<file path="src/rtl/alu_pkg.sv">
// Shared types and constants for the ALU arbiter and its embedded 8-bit ALU.
package alu_pkg;

   localparam int ALU_W = 8;

   typedef enum logic [2:0] {
      ADD = 3'b000,
      SUB = 3'b001,
      INC = 3'b010,
      DEC = 3'b011,
      AND = 3'b100,
      OR  = 3'b101,
      XOR = 3'b110,
      NOT = 3'b111
   } alu_mode_t;

   typedef enum logic [1:0] {
      IDLE = 2'd0,
      EXEC = 2'd1,
      RESP = 2'd2
   } alu_arb_state_t;

endpackage

</file>
<file path="src/rtl/alu_arbiter_alu.sv">
// Combinational 8-bit ALU: wrap-around arithmetic and bitwise ops, no carry out.
module alu_arbiter_alu
   import alu_pkg::*;
(
   input  logic [ALU_W-1:0] a,
   input  logic [ALU_W-1:0] b,
   input  alu_mode_t        mode,
   output logic [ALU_W-1:0] y
);

   always_comb begin
      y = '0;
      unique case (mode)
         ADD:     y = a + b;
         SUB:     y = a - b;
         INC:     y = a + 1'b1;
         DEC:     y = a - 1'b1;
         AND:     y = a & b;
         OR:      y = a | b;
         XOR:     y = a ^ b;
         NOT:     y = ~a;
         default: y = '0;
      endcase
   end

endmodule

</file>
<file path="src/rtl/alu_arbiter.sv">
// Round-robin arbiter sharing one ALU between N_REQ valid/ready requesters,
// with a one-deep registered response and a saturating completion counter.
module alu_arbiter
   import alu_pkg::*;
#(
   parameter int N_REQ = 2,
   parameter int ID_W  = (N_REQ > 1) ? $clog2(N_REQ) : 1,
   parameter int CNT_W = 16
) (
   input  logic                   clk,
   input  logic                   rst,
   input  logic [N_REQ-1:0]       req_valid,
   output logic [N_REQ-1:0]       req_ready,
   input  logic [ALU_W*N_REQ-1:0] req_a,
   input  logic [ALU_W*N_REQ-1:0] req_b,
   input  logic [3*N_REQ-1:0]     req_mode,
   output logic                   rsp_valid,
   input  logic                   rsp_ready,
   output logic [ALU_W-1:0]       rsp_data,
   output logic [ID_W-1:0]        rsp_id,
   output logic                   busy,
   output logic [CNT_W-1:0]       op_count
);

   // Returns {found, index}: first valid requester strictly after ptr, wrapping.
   function automatic logic [ID_W:0] rr_pick(input logic [N_REQ-1:0] valid,
                                             input logic [ID_W-1:0]  ptr);
      logic            found;
      logic [ID_W-1:0] idx;
      int              cand;
      found = 1'b0;
      idx   = '0;
      for (int k = 1; k <= N_REQ; k++) begin
         cand = (int'(ptr) + k) % N_REQ;
         if (!found && valid[cand]) begin
            found = 1'b1;
            idx   = ID_W'(cand);
         end
      end
      return {found, idx};
   endfunction

   alu_arb_state_t   state_q,     state_d;
   logic [ID_W-1:0]  rr_ptr_q,    rr_ptr_d;
   logic [ALU_W-1:0] a_q,         a_d;
   logic [ALU_W-1:0] b_q,         b_d;
   alu_mode_t        mode_q,      mode_d;
   logic [ID_W-1:0]  id_q,        id_d;
   logic             rsp_valid_q, rsp_valid_d;
   logic [ALU_W-1:0] rsp_data_q,  rsp_data_d;
   logic [ID_W-1:0]  rsp_id_q,    rsp_id_d;
   logic [CNT_W-1:0] op_count_q,  op_count_d;

   logic [ID_W:0]    pick;
   logic             pick_found;
   logic [ID_W-1:0]  pick_idx;
   logic [ALU_W-1:0] alu_y;

   assign pick       = rr_pick(req_valid, rr_ptr_q);
   assign pick_found = pick[ID_W];
   assign pick_idx   = pick[ID_W-1:0];

   alu_arbiter_alu u_alu (
      .a    (a_q),
      .b    (b_q),
      .mode (mode_q),
      .y    (alu_y)
   );

   always_comb begin
      // NOTE: every _d starts from its _q so no branch leaves a value unassigned
      // and no latch is inferred.
      state_d     = state_q;
      rr_ptr_d    = rr_ptr_q;
      a_d         = a_q;
      b_d         = b_q;
      mode_d      = mode_q;
      id_d        = id_q;
      rsp_valid_d = rsp_valid_q;
      rsp_data_d  = rsp_data_q;
      rsp_id_d    = rsp_id_q;
      op_count_d  = op_count_q;
      req_ready   = '0;

      unique case (state_q)
         IDLE: begin
            if (pick_found) begin
               req_ready[pick_idx] = 1'b1;
               a_d      = req_a[ALU_W*pick_idx +: ALU_W];
               b_d      = req_b[ALU_W*pick_idx +: ALU_W];
               mode_d   = alu_mode_t'(req_mode[3*pick_idx +: 3]);
               id_d     = pick_idx;
               rr_ptr_d = pick_idx;
               state_d  = EXEC;
            end
         end
         EXEC: begin
            rsp_data_d  = alu_y;
            rsp_id_d    = id_q;
            rsp_valid_d = 1'b1;
            state_d     = RESP;
         end
         RESP: begin
            if (rsp_ready) begin
               rsp_valid_d = 1'b0;
               state_d     = IDLE;
               // Saturate rather than wrap so a long run never reads as few ops.
               if (op_count_q != {CNT_W{1'b1}})
                  op_count_d = op_count_q + 1'b1;
            end
         end
         default: state_d = IDLE;
      endcase
   end

   // NOTE: state updates use non-blocking assignments so every flop samples
   // the pre-edge values regardless of statement order.
   always_ff @(posedge clk) begin
      if (rst) begin
         state_q     <= IDLE;
         rr_ptr_q    <= ID_W'(N_REQ - 1);
         a_q         <= '0;
         b_q         <= '0;
         mode_q      <= ADD;
         id_q        <= '0;
         rsp_valid_q <= 1'b0;
         rsp_data_q  <= '0;
         rsp_id_q    <= '0;
         op_count_q  <= '0;
      end else begin
         state_q     <= state_d;
         rr_ptr_q    <= rr_ptr_d;
         a_q         <= a_d;
         b_q         <= b_d;
         mode_q      <= mode_d;
         id_q        <= id_d;
         rsp_valid_q <= rsp_valid_d;
         rsp_data_q  <= rsp_data_d;
         rsp_id_q    <= rsp_id_d;
         op_count_q  <= op_count_d;
      end
   end

   assign rsp_valid = rsp_valid_q;
   assign rsp_data  = rsp_data_q;
   assign rsp_id    = rsp_id_q;
   assign op_count  = op_count_q;
   assign busy      = (state_q != IDLE);

endmodule

</file>
<file path="config.mk">
export PLATFORM = sky130hd
export DESIGN_NAME = alu_arbiter
export DESIGN_NICKNAME = d
export VERILOG_FILES = /design/src/rtl/alu_pkg.sv /design/src/rtl/alu_arbiter_alu.sv /design/src/rtl/alu_arbiter.sv
export SDC_FILE = /design/constraint.sdc
export NUM_CORES = 1
export LEC_CHECK = 0
export CAP_MARGIN = 20
export CELL_PAD_IN_SITES_DETAIL_PLACEMENT = 1
export CELL_PAD_IN_SITES_GLOBAL_PLACEMENT = 1
export CORE_MARGIN = 3
export CORE_UTILIZATION = 37
export DETAILED_ROUTE_END_ITERATION = 10
export GPL_ROUTABILITY_DRIVEN = 0
export HOLD_SLACK_MARGIN = 0.05
export PLACE_DENSITY = 0.8
export SLEW_MARGIN = 20
export SYNTH_ARGS = -nofsm -noshare
export SYNTH_HDL_FRONTEND = slang
export SYNTH_SLANG_ARGS = --single-unit
</file>
<file path="constraint.sdc">
create_clock -name clk -period 2.8 [get_ports clk]
set_input_delay 0.56 -clock clk [delete_from_list [all_inputs] [get_ports clk]]
set_output_delay 0.56 -clock clk [all_outputs]
set_load 0.03 [all_outputs]
</file>
==> impl_metrics.py <==
metrics = {
    "outcome": {
        "status": "complete, no violations",
    },
    "floorplanning": {
        "pin_count": 72,
        "rows": 32,
        "die_w_um": 96.4,
        "core_area_sq_mm": 0.00785,
        "die-area_sq_mm": 0.00929,
        "die_h_um": 96.4,
        "initial_core_util": 0.385,
    },
    "critical_path": {
        "worstPathArrival_ns": 2.72,
        "r2r_slack_ns": 0.26,
        "critPathCaptureType": "register",
        "worstPathMaxFanout": 4,
        "crit_type": "register to register",
        "reg2reg_depth": 11,
        "regToRegStartpoint": "b_q[0]",
        "timing.rr.end": "rsp_data[6]",
        "crit_path_start": "b_q[0]",
        "critPathRequiredTime_ns": 2.99,
        "start_kind": "register",
        "critPathCapture": "rsp_data[6]",
    },
    "synth": {
        "synth-edff-count": 0,
        "synth_async_sr_flop_share": 0,
        "ys_types": 47,
        "synth_top_flop_cell": "dfxtp_1",
        "synth_seq_cells": 49,
        "syn_area_sq_mm": 0.00302,
        "ys_seq_area_frac": 0.325,
        "yosys_warnings": 0,
        "syn_avg_cell_area_sq_um": 8.64,
        "synth_nets": 419,
        "syn_inst": 350,
    },
    "global_route": {
        "grt_max_degree": 36,
        "grt_pass1_wl_um": 14500,
        "antenna_found_initial": 0,
        "grt_pass1_vias": 2878,
        "gr-total-overflow": 0,
        "track_usage": 0.202,
    },
    "cts": {
        "clk_path_buf_depth": 2,
        "cts_tree": "done",
        "cts_buffers": 5,
        "root_buffer": "clkbuf_8",
        "cts_hold_buffers": 0,
        "h-tree-depth": 2,
        "clock_sinks": 49,
        "post_cts_buffers": 0,
        "clock_latency_ns": 0.31,
        "cts.clk_slew.worst_paths_ns": 0.09,
    },
    "routing": {
        "vias": 2907,
        "drt_pre_antenna_iters": 5,
        "drc": 0,
        "ant_nets": 0,
        "totalWireLength_um": 9130,
        "vias_per_cell": 5.59,
        "drtIter0Drc": 155,
        "post_drt_wl_per_cell_um": 17.6,
    },
    "sta": {
        "rsz0062_at_grt": "false",
        "fin_crit_sh": 0.906,
        "finalHoldViolCount": 0,
        "fin_crit_ns": 2.54,
        "fin_ws_ns": 0.263,
        "finalSetupTns_ns": 0,
        "slew_headroom": 0.727,
        "setup_viol": 0,
        "maxSlewViolCount": 0,
        "worst_pin_slew_ns": 0.409,
        "max_clock_freq_mhz": 394,
        "skew_ns": 0.00978,
    },
    "layout": {
        "layout-drive-gt1-share": 0.0813,
        "nFillCells": 932,
        "finish.utilization": 0.501,
        "layout_common_cells": "68 x clkdlybuf4s50_1, 58 x nor2_1, 48 x dfxtp_1",
        "register_area_sq_um": 982,
        "area_growth_pct": 30.0,
        "num_antenna_cells": 0,
        "nets": 486,
        "layout_commonest_cell": "clkdlybuf4s50_1",
        "multi_input_area_sq_mm": 0.00185,
        "fin_area_sq_mm": 0.00393,
    },
    "hold_path": {
        "hold_path.class": "register to register",
    },
    "placement": {
        "pre_cts_slack_ns": 0.241,
        "hpwl_um": 7060,
        "numPortBuffers": 71,
        "post_dp_cell_area_sq_mm": 0.00384,
    },
    "power": {
        "power_density_mw_per_mm2": 514,
        "power.total_mw": 2.02,
        "p_leak_nw": 1.59,
        "peakVddDrop_v": 0.000204,
    },
    "job": {
        "maxCapViolations": 0,
    },
}
## worst max-delay path, cell delays in order (launching register included)
cell and delay, ns:
dfxtp_1 0.39, inv_1 0.12, ha_1 0.27, xnor2_1 0.16
a21oi_1 0.09, ha_1 0.34, nor2b_1 0.16, o21ai_0 0.14
nand2b_1 0.11, a311oi_1 0.36, xor2_1 0.17, a31oi_1 0.10
## logic make-up after synthesis
logic type,synth area share
and+or+nand+nor,0.191
AOI/OAI and AO/OA,0.179
buffers and inverters,0.0650
DFF,0.325
adders and majority gates,0.110
xor gates and xnor gates,0.0579
muxes,0.0728
## area by class of cell
type,count,area share
clock buffer,6,0.0185
multi-input combinational,251,0.470
timing repair buffer,81,0.197
sequential,49,0.250
clock inverter,2,0.00350
tap,102,0.0325
inverter,29,0.0277
## worst min-delay path by stage
stage	from	end	slack, ns	cells after the start
2_1_floorplan	id_q	rsp_id	0.43	2
3_3_place_gp	rsp_id	rsp_id	0.44	2
3_5_place_dp	rsp_id	rsp_id	0.47	2
4_1_cts	rsp_id	rsp_id	0.48	2
5_1_grt	rsp_id	rsp_id	0.51	2
6_report	rsp_id	rsp_id	0.47	2
## synth_stat cells, types with 2 or more instances
cell type	count	area (sq um)
nor2_1	58	218
dfxtp_1	49	981
inv_1	29	109
ha_1	25	313
a21oi_1	21	105
a222oi_1	19	190
nand2_1	16	60.1
clkbuf_1	14	52.6
xor2_1	11	96.3
nor3_1	10	50.1
xnor2_1	9	78.8
mux4_2	8	180
a211oi_1	6	45.0
nand3_1	6	30.0
nor2b_1	6	37.5
nand2b_1	5	31.3
nand4_1	5	31.3
a311oi_1	4	35.0
and3_1	4	25.0
buf_2	4	20.0
mux2i_1	4	40.0
o21ai_0	4	20.0
a21o_1	3	22.5
a31oi_1	3	18.8
o211ai_1	3	22.5
buf_1	2	7.51
o31ai_1	2	15.0
## flip-flops by register name (all words and copies together), names as in the netlist
signal and count:
rr_ptr_q 1, a_q 8, state_q 2, rsp_data 8
mode_q 3, rsp_id 1, rsp_valid 1, op_count 16
b_q 8, id_q 1
## stage by stage
step                hold slack, ns  instances
finish                       0.472        520
global route                 0.514        520
CTS                          0.484        520
detailed placement           0.471        512
global placement             0.444        512
floorplan                    0.432        350
## repair_timing
item | 4_1_cts | 5_1_grt
setup endpoints to repair | 0 | 2
endpoints found under the hold margin | 0 | 0
gates resized for setup | 0 | 2
## power breakdown
group	internal [mW]	switching [mW]	total, mW
clock network	0.179	0.248	0.427
registers	0.750	0.0601	0.810
logic	0.363	0.421	0.784
total	1.29	0.729	2.02
## metal layers
metal | vias to the layer above | global-route usage | share of wire
met5 | - | 0 | 0
met3 | 14 | 0.0395 | 0.059
met1 | 1405 | 0.267 | 0.45
li1 | 1392 | - | -
met2 | 96 | 0.340 | 0.48
met4 | 0 | 0.0479 | 0.013
Power figures use the tool's default switching activity.
